<file path="src/rtl/cpu_types_pkg.sv">
// Shared CPU memory-system types: RAM handshake, data word, and arbiter state.
package cpu_types_pkg;

    typedef logic [31:0] word_t;

    typedef enum logic [1:0] {
        FREE   = 2'd0,
        BUSY   = 2'd1,
        ACCESS = 2'd2,
        ERROR  = 2'd3
    } ramstate_t;

    typedef enum logic [1:0] {
        IDLE  = 2'd0,
        ISVC  = 2'd1,
        DSVC  = 2'd2,
        DLOCK = 2'd3
    } arb_state_t;

    // Word-address bit that selects word 0 / word 1 of a two-word dcache block.
    localparam int BLK_OFF_BIT = 2;

endpackage

</file>
<file path="src/rtl/arb_starve_ctr.sv">
// Saturating starvation counter with synchronous clear and a threshold flag.
module arb_starve_ctr #(
    parameter int MAX = 8,
    parameter int W   = 4
) (
    input  logic CLK,
    input  logic RST,
    input  logic inc,
    input  logic clr,
    output logic starved
);

    logic [W-1:0] count;

    // NOTE: non-blocking assignments for registered state so every flop samples pre-edge values.
    always_ff @(posedge CLK or posedge RST) begin
        if (RST) begin
            count <= '0;
        end else if (clr) begin
            count <= '0;
        end else if (inc && (count != '1)) begin
            count <= count + 1'b1;
        end
    end

    assign starved = (int'(count) >= MAX);

endmodule

</file>
<file path="src/rtl/mem_arbiter.sv">
// Single RAM port shared between icache fetches and dcache block traffic.
// dcache has priority and its two-word blocks are never split; starvation bounds icache latency.
module mem_arbiter
    import cpu_types_pkg::*;
#(
    parameter int ISTARVE_MAX = 8
) (
    input  logic      CLK,
    input  logic      RST,
    input  logic      iREN,
    input  word_t     iaddr,
    output logic      iwait,
    output word_t     iload,
    input  logic      dREN,
    input  logic      dWEN,
    input  word_t     daddr,
    input  word_t     dstore,
    output logic      dwait,
    output word_t     dload,
    output logic      ramREN,
    output logic      ramWEN,
    output word_t     ramaddr,
    output word_t     ramstore,
    input  word_t     ramload,
    input  ramstate_t ramstate,
    output logic      ramerr
);

    arb_state_t state, next_state;
    logic       d_req;
    logic       ram_done;
    logic       i_done;
    logic       i_starved;

    assign d_req    = dREN | dWEN;
    assign ram_done = (ramstate == ACCESS);
    assign i_done   = (state == ISVC) && iREN && ram_done;

    assign iload = ramload;
    assign dload = ramload;

    arb_starve_ctr #(
        .MAX (ISTARVE_MAX),
        .W   (4)
    ) u_starve (
        .CLK     (CLK),
        .RST     (RST),
        .inc     (iREN && (state != ISVC)),
        .clr     (i_done || !iREN),
        .starved (i_starved)
    );

    always_ff @(posedge CLK or posedge RST) begin
        if (RST) begin
            state <= IDLE;
        end else begin
            state <= next_state;
        end
    end

    always_comb begin
        next_state = state;
        unique case (state)
            IDLE: begin
                if (iREN && i_starved) begin
                    next_state = ISVC;
                end else if (d_req) begin
                    next_state = DSVC;
                end else if (iREN) begin
                    next_state = ISVC;
                end
            end
            ISVC: begin
                if (!iREN || ram_done) begin
                    next_state = IDLE;
                end
            end
            DSVC: begin
                if (!d_req) begin
                    next_state = IDLE;
                end else if (ram_done) begin
                    next_state = daddr[BLK_OFF_BIT] ? IDLE : DLOCK;
                end
            end
            DLOCK: begin
                // Word 0 completing here starts another block without re-arbitrating.
                if (!d_req) begin
                    next_state = IDLE;
                end else if (ram_done && daddr[BLK_OFF_BIT]) begin
                    next_state = IDLE;
                end
            end
            default: next_state = IDLE;
        endcase
    end

    // NOTE: every output gets a default first so no path through the case infers a latch.
    always_comb begin
        ramREN   = 1'b0;
        ramWEN   = 1'b0;
        ramaddr  = '0;
        ramstore = '0;
        iwait    = 1'b1;
        dwait    = 1'b1;
        unique case (state)
            ISVC: begin
                ramREN  = 1'b1;
                ramaddr = iaddr;
                iwait   = ~i_done;
            end
            DSVC, DLOCK: begin
                ramWEN   = dWEN;
                ramREN   = dREN & ~dWEN;
                ramaddr  = daddr;
                ramstore = dstore;
                dwait    = ~(d_req && ram_done);
            end
            default: ;
        endcase
    end

    // Sticky error flag: any ERROR response while a grant is held.
    always_ff @(posedge CLK or posedge RST) begin
        if (RST) begin
            ramerr <= 1'b0;
        end else if ((state != IDLE) && (ramstate == ERROR)) begin
            ramerr <= 1'b1;
        end
    end

endmodule

</file>
<file path="config.mk">
export PLATFORM = sky130hd
export DESIGN_NAME = mem_arbiter
export DESIGN_NICKNAME = d
export VERILOG_FILES = /design/src/rtl/cpu_types_pkg.sv /design/src/rtl/arb_starve_ctr.sv /design/src/rtl/mem_arbiter.sv
export SDC_FILE = /design/constraint.sdc
export NUM_CORES = 1
export LEC_CHECK = 0
export CORE_MARGIN = 8
export CORE_UTILIZATION = 19
export CTS_CLUSTER_DIAMETER = 80
export CTS_CLUSTER_SIZE = 28
export DETAILED_ROUTE_END_ITERATION = 8
export HOLD_SLACK_MARGIN = 0.15
export PLACE_DENSITY = 0.88
export REMOVE_ABC_BUFFERS = 1
export SETUP_SLACK_MARGIN = 0.5
export SYNTH_ARGS = -nofsm -noshare
export SYNTH_HDL_FRONTEND = slang
export SYNTH_SLANG_ARGS = --single-unit
</file>
<file path="constraint.sdc">
create_clock -name CLK -period 1.4 [get_ports CLK]
set_input_delay 0.28 -clock CLK [delete_from_list [all_inputs] [get_ports CLK]]
set_output_delay 0.28 -clock CLK [all_outputs]
set_load 0.03 [all_outputs]
</file>
==> flow_summary.json <==
{
  "die_x_um": 105.0,
  "crit_slowest_cell": "dfrtp_2",
  "routed_wl_um": 15380,
  "grt_pass1_vias": 2275,
  "routabilityCongestion": 0.9609,
  "period_share_pct": 123.6,
  "post_drt_wl_per_cell_um": 36.80,
  "fp-row-count": 32,
  "cp-end-kind": "primary output",
  "worst-path-stages": 4,
  "ir_worst_vdd_uv": 541.0,
  "syn2layout_area_growth_pct": 152.2,
  "numClockSinks": 7,
  "wl_met1_um": 4438,
  "r2r-start": "state[1]",
  "synth-edff-count": 0,
  "clkTransAtPathRegs_ns": 0.04,
  "crit_family": "flip-flops",
  "syn_area_um2": 1504,
  "place_inst": 404,
  "ys_seq_elements": 7,
  "cp-endpoint": "ramaddr[29]",
  "crit_arrival_ns": 1.45,
  "vias": 2119,
  "insertion_delay_ns": 0.24,
  "tightest_slew_ns": 0.3192,
  "antenna-diode-count": 0,
  "skew_ns": 0.002561,
  "portBuffers": 171,
  "max_slew_margin_pct": 78.70,
  "r2r_setup_slack_ns": -0.03,
  "cts_tree": "yes",
  "start_util_pct": 19.56,
  "critPathMaxStageDelay_ns": 0.40,
  "io_pins": 268,
  "avgSynthCellArea_um2": 7.874,
  "grt_max_degree": 29,
  "regArea_um2": 176.4,
  "antenna_found_initial": 0,
  "multi_input_area_um2": 974.7,
  "grt_overflow": 0,
  "setup_viol": 70,
  "async_flop_share_pct": 100.0,
  "post-route-min-period_ns": 1.730,
  "setup_ws_ns": -0.3298,
  "layout_commonest_cell": "clkdlybuf4s50_1",
  "hp-class": "input port to asynchronous set/reset pin",
  "critical_path_required_ns": 1.12,
  "finalHoldViolations": 0,
  "seq_area_frac_synth_pct": 11.65,
  "die_area_um2": 11020,
  "drt_first_pass_iters": 4,
  "cp_num_buf_inv": 2,
  "dr.max_layer_used": "met5",
  "clock-root-buffer": "clkbuf_8",
  "drc": 0,
  "fillers": 685,
  "outcome": "complete, but fails checks",
  "final_layout_size_suffix_gt1_share_pct": 49.05,
  "cp-start-kind": "flop",
  "startpoint": "state[1]",
  "ant_nets": 0,
  "reg2regPathDepth": 6,
  "netlist_instances": 191,
  "ys_warn_count": 0,
  "drv_cap": 0,
  "hpwl_um": 12970,
  "slew_viol_final": 0,
  "power.density_nw_per_um2": 822.5,
  "cts_buffers": 3,
  "dp_slack_ns": -0.1580,
  "path_cells": "and2b_4, buf_12, a22o_1, buf_6",
  "via_per_inst": 5.069,
  "stdcell_area_um2": 3794,
  "synth_flop_cell": "dfrtp_1",
  "total_leakage_power_nw": 1.617,
  "clk_path_buf_depth": 2,
  "drt_iter0_markers": 76,
  "h-tree-depth": 1,
  "r2r_end": "u_starve.count[3]",
  "fmax_ghz": 0.5781,
  "layout_common_cells": "clkdlybuf4s50_1, buf_12, and2_4, buf_6, a22o_1",
  "grt_pass1_wl_um": 19870,
  "violations": "negative setup slack",
  "track_usage_pct": 25.86,
  "fp.dieH_um": 105.0,
  "critPathMaxFanout": 23,
  "rsz0062_at_grt": "yes",
  "yosysUniqueCellTypes": 32,
  "utilization_pct": 49.35,
  "fin_nets": 454,
  "dr_wl_met3_um": 3267,
  "dpl-instance-area_um2": 3248,
  "core_area_um2": 7687,
  "worstSetupPathType": "flop to primary output",
  "final_cells": 418,
  "dr_wl_met2_um": 6997
}
## kinds of logic after synthesis
family	count (synthesis)	synth area share, %
compound gates	44	24.54
fa+ha+maj	2	1.664
buf+inv	80	38.19
flops	7	11.65
simple gates	58	23.96
## registers in the layout (all words and copies together) (netlist names)
name and cells:
ramerr 1, u_starve.count 4, state 2
## stage by stage
stage          TNS, ns  total power, W  hold slack (ns)
3_5_place_dp    -3.903        0.002352           0.4513
4_1_cts         -14.88        0.002980           0.3022
3_3_place_gp    -2.525        0.002327           0.4559
2_1_floorplan   -46.07        0.001082          0.08340
6_report        -15.40        0.003120           0.2968
5_1_grt         -17.79        0.003234           0.3399
## power by group
| part | internal, W | switching [W] | leakage, nW |
|---|---|---|---|
| registers | 0.000225 | 0.0000179 | 0.0854 |
| clock network | 0.000199 | 0.000110 | 0.0228 |
| logic | 0.00142 | 0.00115 | 1.51 |
## cell usage after synthesis (all sizes together), types with 2 or more instances
master,instances,area [um2]
buf,71,540.5
and2,34,212.7
a22o,32,280.3
dfrtp,7,175.2
clkbuf,5,18.77
nand3,5,25.02
inv,4,15.01
nor3,4,20.02
a21oi,2,10.01
ha,2,25.02
nand2,2,7.510
nand2b,2,12.51
nand4,2,12.51
nor2,2,7.510
o211ai,2,15.01
o21ai,2,10.00
## layer usage
metal	track usage, %	vias up
li1	-	848
met3	25.74	20
met1	20.41	981
met5	5.357	-
met2	42.04	266
met4	9.888	4
## layout make-up
class                      count  area share (%)
timing repair buffer         197           64.71
multi-input combinational    104           25.69
sequential                     7           4.650
tap                          102           3.364
clock buffer                   4           1.187
inverter                       4          0.3958
## worst min-delay path by stage
stage / to / slack (ns) / cells after the start
2_1_floorplan: ramerr / 0.08 / 1
3_3_place_gp: ramerr / 0.46 / 1
5_1_grt: u_starve.count[3] / 0.34 / 2
4_1_cts: ramerr / 0.30 / 2
6_report: ramerr / 0.30 / 2
3_5_place_dp: ramerr / 0.45 / 1
## worst register-to-register path: stages (launching register included)
cell and delay (ns):
dfrtp_2 0.40, buf_4 0.14, buf_8 0.13, or2b_4 0.26, buf_6 0.14, a41oi_2 0.18, nor3_2 0.05
## timing repair
| item | in CTS | in global routing |
|---|---|---|
| setup endpoints to repair | 76 | 76 |
| setup buffers | 5 | 1 |
| resized for setup | 96 | 8 |
| gates cloned | 1 | 3 |
| pin swaps | 12 | 3 |
| hold buffers | 0 | 0 |
No activity file was read; power rests on OpenSTA's default activity.
